## src/rtl/main_data_scheduler.sv

```systemverilog
// Walks the main-data parser through each granule/channel unit of a frame and drains unused bits between units.
// p_start follows side_info by two cycles; drain stalls on an empty bit FIFO; abort and overrun are registered pulses.
module main_data_scheduler #(
  parameter int MAX_CH = 2,
  parameter int LEN_W  = 12
) (
  input  logic                  clk_in,
  input  logic                  rst_n_in,
  input  logic                  header_iv,
  input  logic                  side_info_iv,
  input  logic                  mono_in,
  input  logic [3:0][LEN_W-1:0] part23_len_in,
  input  logic                  bit_valid_in,
  input  logic                  parser_rd_in,
  input  logic                  p_done_in,
  output logic                  p_start_out,
  output logic                  p_abort_out,
  output logic                  gr_out,
  output logic                  ch_out,
  output logic                  drain_rd_out,
  output logic                  busy_out,
  output logic                  frame_done_out,
  output logic                  overrun_err_out
);

  localparam int UW = $clog2(2 * MAX_CH);

  typedef enum logic [2:0] {
    S_IDLE,
    S_LATCH,
    S_START,
    S_RUN,
    S_DRAIN,
    S_NEXT,
    S_DONE
  } state_t;

  state_t                state_q, state_nxt;
  logic [3:0][LEN_W-1:0] len_q;
  logic                  mono_q;
  logic [UW-1:0]         unit_q;
  logic [LEN_W-1:0]      cnt_q, cnt_nxt, cur_len;
  logic [1:0]            len_idx;
  logic                  abort, pop, last_unit;
  logic                  abort_q, overrun_q;

  assign abort     = header_iv && (state_q != S_IDLE);
  // Mono units 0/1 are granules 0/1 of channel 0, i.e. length slots 0 and 2.
  assign len_idx   = mono_q ? {unit_q[0], 1'b0} : unit_q[1:0];
  assign cur_len   = len_q[len_idx];
  assign last_unit = mono_q ? (unit_q == UW'(1)) : (unit_q == UW'(2 * MAX_CH - 1));

  assign drain_rd_out = (state_q == S_DRAIN) && bit_valid_in && (cnt_q < cur_len);
  assign pop          = ((state_q == S_RUN) && bit_valid_in && parser_rd_in) || drain_rd_out;
  assign cnt_nxt      = (pop && (cnt_q != '1)) ? cnt_q + LEN_W'(1) : cnt_q;

  assign p_start_out     = (state_q == S_START);
  assign gr_out          = mono_q ? unit_q[0] : unit_q[1];
  assign ch_out          = mono_q ? 1'b0 : unit_q[0];
  assign busy_out        = (state_q != S_IDLE);
  assign frame_done_out  = (state_q == S_DONE);
  assign p_abort_out     = abort_q;
  assign overrun_err_out = overrun_q;

  always_ff @(posedge clk_in or negedge rst_n_in) begin
    if (!rst_n_in) begin
      state_q <= S_IDLE;
    end else begin
      state_q <= state_nxt;
    end
  end

  always_comb begin
    state_nxt = state_q;
    case (state_q)
      S_IDLE:  if (side_info_iv) state_nxt = S_LATCH;
      S_LATCH: state_nxt = S_START;
      S_START: state_nxt = S_RUN;
      S_RUN: begin
        if (p_done_in) state_nxt = (cnt_nxt < cur_len) ? S_DRAIN : S_NEXT;
      end
      S_DRAIN: if (cnt_nxt == cur_len) state_nxt = S_NEXT;
      S_NEXT:  state_nxt = last_unit ? S_DONE : S_START;
      S_DONE:  state_nxt = S_IDLE;
      default: state_nxt = S_IDLE;
    endcase
    if (abort) state_nxt = S_IDLE;
  end

  always_ff @(posedge clk_in or negedge rst_n_in) begin
    if (!rst_n_in) begin
      len_q     <= '0;
      mono_q    <= 1'b0;
      unit_q    <= '0;
      cnt_q     <= '0;
      abort_q   <= 1'b0;
      overrun_q <= 1'b0;
    end else begin
      abort_q   <= abort;
      overrun_q <= !abort && (state_q == S_RUN) && p_done_in && (cnt_nxt > cur_len);
      if (abort) begin
        unit_q <= '0;
        cnt_q  <= '0;
      end else begin
        case (state_q)
          S_IDLE: begin
            if (side_info_iv) begin
              len_q  <= part23_len_in;
              mono_q <= mono_in;
            end
          end
          S_LATCH: begin
            unit_q <= '0;
            cnt_q  <= '0;
          end
          S_RUN, S_DRAIN: cnt_q <= cnt_nxt;
          S_NEXT: begin
            cnt_q <= '0;
            if (!last_unit) unit_q <= unit_q + UW'(1);
          end
          S_DONE: unit_q <= '0;
          default: ;
        endcase
      end
    end
  end

endmodule
```

## config.mk

```make
export PLATFORM = sky130hd
export DESIGN_NAME = main_data_scheduler
export DESIGN_NICKNAME = d
export VERILOG_FILES = /design/src/rtl/main_data_scheduler.sv
export SDC_FILE = /design/constraint.sdc
export NUM_CORES = 1
export LEC_CHECK = 0
export CORE_UTILIZATION = 45
export CTS_CLUSTER_SIZE = 30
export DETAILED_ROUTE_END_ITERATION = 12
export HOLD_SLACK_MARGIN = 0.06
export MAX_ROUTING_LAYER = met4
export PLACE_DENSITY = 0.75
export SYNTH_ARGS = -nofsm -noshare
export SYNTH_HDL_FRONTEND = slang
export SYNTH_SLANG_ARGS = --single-unit
```

## constraint.sdc

```tcl
create_clock -name clk_in -period 16 [get_ports clk_in]
set_clock_uncertainty 0.05 [all_clocks]
set_input_delay 1.6 -clock clk_in [delete_from_list [all_inputs] [get_ports clk_in]]
set_output_delay 1.6 -clock clk_in [all_outputs]
set_load 0.02 [all_outputs]
```

==> reports/metrics.yaml, run 1 <==
run_status:
  status: "finished clean"
grt:
  grt_overflow: 0
  grt_max_degree: 69
  grt_pass1_vias: 3355
  grt_first_pass_wirelength_microns: 16100
  grt_usage_pct: 21.7
  antenna_found_initial: 0
cts:
  post-cts-setup-buffer-count: 0
  clk_latency_ns: 0.34
  clkSinkCount: 68
  clk_path_buf_depth: 2
  clk_pin_slew_ns: 0.08
  hold_buffers: 0
  root_buffer: "clkbuf_8"
  cts_tree: "built"
  post_cts_resized: 0
  htree_num_levels: 3
  cts_buffers: 9
timing:
  hold_viol: 0
  tightest_slew_ns: 1.27
  fmax_ghz: 0.167
  finalSetupTns_ns: 0
  rsz0062_at_grt: "no"
  slew_viol_final: 0
  relSlewSlack_pct: 14.7
  post-route-period-util_pct: 37.5
  fin_crit_ns: 6.00
  setup_viol: 0
  setup_ws_ns: 10.0
pwr:
  power.leakage_nw: 2.16
  pwr_density_cell_nw_per_um2: 153
  vdd_drop_max_mv: 0.0770
  power_mw: 0.781
floorplan:
  initial_utilization_pct: 47.1
  rows: 34
  die_x_microns: 98.2
  coreArea_sq_um: 8850
  ios: 64
  fp.dieH_microns: 98.2
  die_area_sq_um: 9650
place:
  pre_cts_ws_ns: 10.03
  place_hpwl_microns: 6890
  port_buffers: 63
  gp_congestion: 0.897
worst_hold_path:
  hp-start: "len_q[6]$_DFFE_PN0P_"
  worstHoldPathType: "reg2reg"
drt:
  drt-pass1-iter-count: 6
  ant_nets: 0
  wirelength_microns: 9320
  drc_errors: 0
  vias: 3212
  vias_per_cell: 5.96
  drt_iter0_drc: 163
  avgRoutedWirePerCell_microns: 17.3
setup_path:
  cp_top_family: "compound AO/OA/AOI/OAI gates"
  worst_ep_required_time_ns: 16.17
  crit_type: "reg2reg"
  arrival_ns: 6.17
  crit_chain: "a21oi_1, mux4_2, inv_1, ha_1, a21oi_1, a21boi_0, a311o_1, o211a_1, nor3_2, buf_4, and2_1, nand3_1, xnor2_1, ha_1, and4_1, and3_1, and3_1, nor2b_1, and4_1, nor4_1, o41ai_2"
  critPathSlowestCell: "a21oi_1"
  timing.critical_path.slowest_cell_delay_ns: 0.98
  startpoint_type: "flip-flop"
  crit_buf_inv: 2
  path_max_fanout: 20
  endpoint_kind: "flip-flop"
  r2r-start: "unit_q[0]$_DFFE_PN0P_"
  critPathLaunch: "unit_q[0]$_DFFE_PN0P_"
logic_synthesis:
  syn_inst: 373
  yosysSeqAreaShare_pct: 40.9
  synth.distinct_cells: 62
  netlist_area_sq_um: 4170
  ys.flop_type: "dfrtp_1"
  synth-seq-cells: 68
  synth_nets: 451
  syn_area_per_cell_sq_um: 11.2
  synth_edf_count: 0
  async_flop_share_pct: 100
  yosys_warnings: 0
job:
  cap_violations: 0
layout:
  fillers: 742
  syn2layout_area_growth_pct: 22.3
  layout.nets: 505
  n_antenna_cell: 0
  drive_above_1_share_pct: 22.0
-- layout by cell type, fill, tap and decap left out, drive strengths merged, types with 3 or more instances in the layout --
master	count
bufinv	4
o21ai	17
a32oi	3
nor3	4
clkdlybuf4s50	62
dfrtp	68
o31ai	11
nand2	26
a31oi	12
nand4	4
ha	22
and2	4
xnor2	10
nand3	8
mux2	51
buf	3
nor2	12
a21oi	10
a21o	3
nor2b	8
mux4	10
clkbuf	9
and4	7
a211oi	4
nand2b	4
and3	8
inv	18
-- final timing paths --
kind	cells past startpoint	end	slack, ns
max in group asynchronous	2	len_q[26]$_DFFE_PN0P_	13.94
worst min register to register	1	len_q[6]$_DFFE_PN0P_	0.45
worst max register to register	21	state_q[0]$_DFFE_PN0P_	10.0
worst max-delay path	21	state_q[0]$_DFFE_PN0P_	10.0
worst min-delay path	1	len_q[6]$_DFFE_PN0P_	0.45
min in group asynchronous	2	p_abort_out$_DFF_PN0_	1.40
-- cells by family after synthesis --
| logic type | Yosys count | synth area share, % |
|---|---|---|
| buffers and inverters | 40 | 4.30 |
| AO/OA/AOI/OAI | 80 | 13.6 |
| AND/OR/NAND/NOR | 89 | 12.5 |
| XOR/XNOR | 11 | 2.31 |
| multiplexers | 63 | 19.9 |
| flip-flops | 68 | 40.9 |
| adder cells (fa/ha/maj) | 22 | 6.61 |
-- Yosys cell counts (3+ instances only) --
cell type	instances	share of area [%]
a211oi_1	4	0.72
a21o_1	3	0.54
a21oi_1	10	1.2
a31oi_1	12	1.8
a32oi_1	3	0.63
and2_1	4	0.60
and3_1	7	1.1
and4_1	5	1.1
buf_6	3	0.81
clkbuf_1	15	1.4
dfrtp_1	68	41
ha_1	22	6.6
inv_1	17	1.5
mux2_2	49	13
mux4_2	10	5.4
nand2_1	22	2.0
nand2_2	3	0.45
nand2b_1	3	0.45
nand3_1	7	0.84
nand4_1	4	0.60
nor2_1	11	0.99
nor2b_1	8	1.2
nor3_1	3	0.36
o21ai_0	17	2.0
o31ai_1	11	2.0
xnor2_1	10	2.1
-- through the flow --
step / instance area [sq um] / hold slack, ns / util, % / std cells
after floorplan: 4170 / 0.423 / - / 373
final: 5090 / 0.454 / 57.6 / 539
after global placement: 4830 / 0.436 / 54.6 / 524
after detailed placement: 4830 / 0.441 / 54.6 / 524
after global routing: 5090 / 0.471 / 57.6 / 539
after CTS: 5090 / 0.459 / 57.6 / 539
-- final cells by class --
class | instances | area, sq um | share of cell area [%]
Clock buffer | 9 | 124 | 2.43
Tap cell | 108 | 135 | 2.65
Sequential cell | 68 | 1700 | 33.4
Clock inverter | 6 | 138 | 2.70
Timing Repair Buffer | 65 | 641 | 12.6
Multi-Input combinational cell | 265 | 2290 | 44.9
Inverter | 18 | 67.6 | 1.33
-- per-layer routing --
metal | global-route usage (%) | up-vias | share of wire [%]
met5 | - | - | 0
met4 | 6.89 | 0 | 1.5
met3 | 4.44 | 13 | 5.4
met2 | 33.7 | 116 | 47
met1 | 28.7 | 1579 | 46
li1 | - | 1504 | -
-- sequential cells by signal (all words and copies together), names as in the netlist --
register	count
overrun_err_out	1
cnt_q	12
p_abort_out	1
mono_q	1
len_q	48
state_q	3
unit_q	2
-- power by group --
part	total (mW)	internal [mW]	switching, mW	leakage [nW]
Combinational	0.306	0.163	0.142	1.20
Sequential	0.289	0.239	0.0494	0.837
Clock	0.187	0.119	0.0676	0.129
(Power assumes the default switching activity.)
==> inputs of run 2 (changes only) <==
==> constraint.sdc (replaced) <==
create_clock -name clk_in -period 5.9 [get_ports clk_in]
set_clock_uncertainty 0.05 [all_clocks]
set_input_delay 0.59 -clock clk_in [delete_from_list [all_inputs] [get_ports clk_in]]
set_output_delay 0.59 -clock clk_in [all_outputs]
set_load 0.02 [all_outputs]
==> run 2 against run 1 <==
Against the previous run:
- design area is 0.64% lower
- sequential cell count stayed put
- hold slack worse by 0.078 ns
- clock power is 110% higher
- cell count is 0.74% higher
- sequential share of layout area is 0.21 points higher
- non-clock buffer count is 3 higher
- count of clock-buffer cells in the layout is 1 higher
- highest routed layer unchanged
==> reports/metrics.yaml, run 2 (synthesis gave the netlist of run 1 again) <==
timing:
  relSlewSlack_pct: 24.3
  fmax_ghz: 0.180
  rsz0062_at_grt: "no"
  fin_crit_ns: 5.56
  setup_viol: 0
  post-route-period-util_pct: 94.3
  slew_viol_final: 0
  finalSetupTns_ns: 0
  setup_ws_ns: 0.339
  tightest_slew_ns: 1.14
  hold_viol: 0
floorplan:
  coreArea_sq_um: 8850
  fp.dieH_microns: 98.2
  initial_utilization_pct: 47.1
  ios: 64
  rows: 34
  die_x_microns: 98.2
  die_area_sq_um: 9650
layout:
  regMostFlops: "len_q"
  layout_commonest_cell: "dfrtp_1"
  n_antenna_cell: 0
  final_cell_mix: "68 x dfrtp_1, 62 x clkdlybuf4s50_1, 49 x mux2_2"
  layout.nets: 508
  largest_reg_flops: 48
  largestRegisters: "len_q x48, cnt_q x12, state_q x3"
  fillers: 765
  drive_above_1_share_pct: 22.5
  syn2layout_area_growth_pct: 21.5
place:
  gp_congestion: 0.882
  place_hpwl_microns: 7030
  pre_cts_ws_ns: 0.350
  port_buffers: 63
setup_path:
  endpoint_kind: "flip-flop"
  crit_type: "reg2reg"
  worst_ep_required_time_ns: 6.08
  arrival_ns: 5.74
  crit_buf_inv: 2
  cp_top_family: "simple AND/OR/NAND/NOR gates"
  crit_chain: "nand2b_4, inv_2, mux4_2, inv_1, ha_1, a211oi_1, nor2_1, a211oi_1, a31oi_1, nor3_4, and2_1, nand3_1, xnor2_1, ha_1, and4_1, and3_1, and3_1, nor2b_1, and4_1, nor4_1, o41ai_2"
  timing.critical_path.slowest_cell_delay_ns: 0.54
  path_max_fanout: 12
  critPathSlowestCell: "mux4_2"
  startpoint_type: "flip-flop"
drt:
  drc_errors: 0
  avgRoutedWirePerCell_microns: 17.4
  vias: 3186
  drt_iter0_drc: 112
  wirelength_microns: 9440
  ant_nets: 0
  drt-pass1-iter-count: 4
  vias_per_cell: 5.87
cts:
  hold_buffers: 0
  clk_latency_ns: 0.34
  clk_pin_slew_ns: 0.08
  post-cts-setup-buffer-count: 0
  clk_path_buf_depth: 2
  htree_num_levels: 3
  clkSinkCount: 68
  root_buffer: "clkbuf_8"
  cts_tree: "built"
  cts_buffers: 9
  post_cts_resized: 0
grt:
  grt_overflow: 0
  grt_usage_pct: 21.7
  grt_pass1_vias: 3283
  grt_first_pass_wirelength_microns: 16000
  grt_max_degree: 69
  antenna_found_initial: 0
run_status:
  status: "finished clean"
pwr:
  pwr_density_cell_nw_per_um2: 399
  power.leakage_nw: 2.15
  vdd_drop_max_mv: 0.223
worst_hold_path:
  worstHoldPathType: "in2async"
job:
  cap_violations: 0
==> run 2: cell types whose count changed in the layout (fill, tap and decap cells not counted) <==
| cell | change |
|---|---|
| nor3_4 | +1 |
| clkbuf_1 | +1 |
| inv_6 | +2 |
| clkinvlp_4 | +1 |
| nor3_2 | -1 |
| bufinv_16 | -3 |
| buf_4 | +3 |
==> run 2: metal layers <==
| metal | global-route usage (%) | routed length (microns) | up-vias |
|---|---|---|---|
| li1 | - | - | 1516 |
| met1 | 28.1 | 4350 | 1568 |
| met2 | 34.9 | 4580 | 92 |
| met3 | 3.51 | 373 | 10 |
| met4 | 7.23 | 130 | 0 |
| met5 | - | 0 | - |
==> run 2: area by class of cell <==
type	count	area [sq um]	share of cell area (%)
sequential	68	1700	33.6
multi-input combinational	265	2290	45.3
clock inverter	6	72.6	1.43
timing repair buffer	68	663	13.1
tap	108	135	2.67
clock buffer	10	128	2.52
inverter	18	67.6	1.34
==> run 2: worst paths after layout <==
| check | startpoint | endpoint | slack (ns) | cells after the start |
|---|---|---|---|---|
| setup / recovery | mono_q$_DFFE_PN0P_ | state_q[0]$_DFFE_PN0P_ | 0.34 | 21 |
| hold / removal | rst_n_in | cnt_q[2]$_DFFE_PN0P_ | 0.38 | 2 |
| setup reg to reg | mono_q$_DFFE_PN0P_ | state_q[0]$_DFFE_PN0P_ | 0.34 | 21 |
| hold reg to reg | len_q[2]$_DFFE_PN0P_ | len_q[2]$_DFFE_PN0P_ | 0.46 | 1 |
| max in group asynchronous | rst_n_in | len_q[2]$_DFFE_PN0P_ | 4.86 | 2 |
| min in group clk_in | len_q[2]$_DFFE_PN0P_ | len_q[2]$_DFFE_PN0P_ | 0.46 | 1 |
==> run 2: power by group <==
group / total (mW) / switching [mW] / internal (mW) / leakage [nW]
Combinational: 0.850 / 0.398 / 0.452 / 1.21
Sequential: 0.775 / 0.126 / 0.649 / 0.837
Clock: 0.394 / 0.195 / 0.200 / 0.0975
Total: 2.02 / 0.718 / 1.30 / 2.15
==> run 2: metrics by stage <==
stage	utilization, %	power (mW)	hold slack, ns	cells	area (sq um)
5_1_grt	57.2	2.17	0.465	543	5060
4_1_cts	57.1	2.03	0.415	543	5050
3_3_place_gp	54.9	1.60	0.434	527	4850
2_1_floorplan	-	1.40	0.244	373	4170
3_5_place_dp	54.9	1.63	0.441	527	4850
6_report	57.2	2.02	0.375	543	5060
==> run 2: worst reg2reg max path, delay by kind of cell, from the launching register on <==
kind            cells  cell delay (ns)
simple gates       11             2.40
compound gates      4             0.83
mux                 1             0.55
fa+ha+maj           2             0.55
flops               1             0.49
buf+inv             2             0.41
xor+xnor            1             0.16
==> inputs of run 3 (changes only) <==
==> constraint.sdc (replaced) <==
create_clock -name clk_in -period 6.9 [get_ports clk_in]
set_clock_uncertainty 0.05 [all_clocks]
set_input_delay 0.69 -clock clk_in [delete_from_list [all_inputs] [get_ports clk_in]]
set_output_delay 0.69 -clock clk_in [all_outputs]
set_load 0.02 [all_outputs]
==> run 3 against run 2 <==
Against the previous run:
- utilization down 0.54 points
- combinational power down 16%
- cell count down 0.37%
- worst setup slack better by 1.0 ns
- first-iteration DRC count up 19%
- clock power down 26%
- design area down 0.94%
==> reports/metrics.yaml, run 3 (synthesis gave the netlist of run 1 again) <==
place:
  pre_cts_ws_ns: 1.41
  gp_congestion: 0.879
  dp.cells: 526
  port_buffers: 63
  place_hpwl_microns: 6980
layout:
  regMostFlops: "len_q"
  drive_above_1_share_pct: 22.4
  n_antenna_cell: 0
  final_cell_mix: "68 x dfrtp_1, 62 x clkdlybuf4s50_1, 49 x mux2_2"
  layout_commonest_cell: "dfrtp_1"
  largest_reg_flops: 48
  syn2layout_area_growth_pct: 20.3
  layout.nets: 507
  instances_no_fill: 541
  largestRegisters: "len_q x48, cnt_q x12, state_q x3"
cts:
  cts_buffers: 9
  clk_path_buf_depth: 2
  clkSinkCount: 68
  htree_num_levels: 3
  hold_buffers: 0
  post_cts_resized: 0
  root_buffer: "clkbuf_8"
  clk_latency_ns: 0.36
  clk_pin_slew_ns: 0.08
  post-cts-setup-buffer-count: 0
  cts_tree: "built"
setup_path:
  startpoint_type: "flip-flop"
  r2r_end: "state_q[0]$_DFFE_PN0P_"
  arrival_ns: 5.71
  r2r-start: "unit_q[0]$_DFFE_PN0P_"
  reg2reg_depth: 22
  crit_type: "reg2reg"
  endpoint_kind: "flip-flop"
  path_max_fanout: 20
  r2r_slack_ns: 1.36
  worst_ep_required_time_ns: 7.08
drt:
  drt_iter0_drc: 133
  ant_nets: 0
  vias: 3160
  vias_per_cell: 5.84
  drt-pass1-iter-count: 4
  avgRoutedWirePerCell_microns: 17.3
  drc_errors: 0
  wirelength_microns: 9350
floorplan:
  rows: 34
  die_x_microns: 98.2
  coreArea_sq_um: 8850
  die_area_sq_um: 9650
  fp.dieH_microns: 98.2
  ios: 64
  initial_utilization_pct: 47.1
pwr:
  power.leakage_nw: 2.12
  vdd_drop_max_mv: 0.166
  p_int_mw: 1.07
  switching_share_pct: 36.5
  clkPwrFrac_pct: 17.2
  combPwrFrac_pct: 42.6
  seqPwrFrac_pct: 40.1
  power_mw: 1.68
  pwr_density_cell_nw_per_um2: 335
  p_sw_mw: 0.613
run_status:
  status: "finished clean"
timing:
  relSlewSlack_pct: 24.1
  slew_viol_final: 0
  fmax_ghz: 0.181
  setup_ws_ns: 1.36
  setup_viol: 0
  finalSetupTns_ns: 0
  tightest_slew_ns: 1.14
  hold_viol: 0
  rsz0062_at_grt: "no"
  whs_ns: 0.457
  post-route-period-util_pct: 80.3
  fin_crit_ns: 5.54
grt:
  grt_pass1_vias: 3157
  grt_max_degree: 69
  grt_first_pass_wirelength_microns: 15900
  grt_overflow: 0
  antenna_found_initial: 0
  grt_usage_pct: 21.8
job:
  cap_violations: 0
worst_hold_path:
  worstHoldPathType: "in2async"
-- run 3: power groups by stage --
stage	combinational [mW]	sequential, mW	clock (mW)
2_1_floorplan	0.575	0.624	0
3_3_place_gp	0.696	0.670	0
3_5_place_dp	0.715	0.682	0
4_1_cts	0.720	0.674	0.295
5_1_grt	0.791	0.700	0.314
6_report	0.716	0.675	0.290
-- run 3: worst max-delay path by stage --
| stage | start | endpoint | cells past startpoint |
|---|---|---|---|
| 5_1_grt | unit_q[0]$_DFFE_PN0P_ | overrun_err_out$_DFF_PN0_ | 22 |
| 6_report | unit_q[0]$_DFFE_PN0P_ | state_q[0]$_DFFE_PN0P_ | 22 |
| 4_1_cts | unit_q[0]$_DFFE_PN0P_ | state_q[0]$_DFFE_PN0P_ | 22 |
| 3_5_place_dp | unit_q[0]$_DFFE_PN0P_ | state_q[0]$_DFFE_PN0P_ | 22 |
| 2_1_floorplan | mono_q$_DFFE_PN0P_ | state_q[0]$_DFFE_PN0P_ | 24 |
| 3_3_place_gp | unit_q[0]$_DFFE_PN0P_ | state_q[0]$_DFFE_PN0P_ | 22 |
-- run 3: routing by layer --
metal	part of all wire (%)	GRT usage (%)
met2	48	34.7
met1	46	28.4
met4	1.3	7.23
met3	4.5	3.79
met5	0	-
-- run 3: critical path, cell delays in order, from the launching register on --
cell and delay, ns:
dfrtp_1 0.68, nand2b_4 0.11, inv_2 0.32, mux4_2 0.55, inv_1 0.10, ha_1 0.25, a21oi_1 0.14, a21boi_0 0.10
a311o_1 0.36, o211a_1 0.15, nor3_2 0.16, buf_4 0.25, and2_1 0.29, nand3_1 0.15, xnor2_1 0.16, ha_1 0.29
and4_1 0.21, and3_1 0.19, and3_1 0.18, nor2b_1 0.13, and4_1 0.21, nor4_1 0.28, o41ai_2 0.09
-- run 3: per-stage QoR --
stage	utilization (%)	instance area (sq um)
after floorplan	-	4170
after detailed placement	54.8	4850
after global placement	54.8	4850
final	56.6	5010
after CTS	56.6	5010
after global routing	56.6	5010
-- run 3: final cells by class --
class / instances / area, sq um
Multi-Input combinational cell: 265 / 2290
Timing Repair Buffer: 67 / 656
Clock buffer: 9 / 124
Inverter: 18 / 67.6
Fill cell: 776 / 3840
Clock inverter: 6 / 42.5
Sequential cell: 68 / 1700
Tap cell: 108 / 135
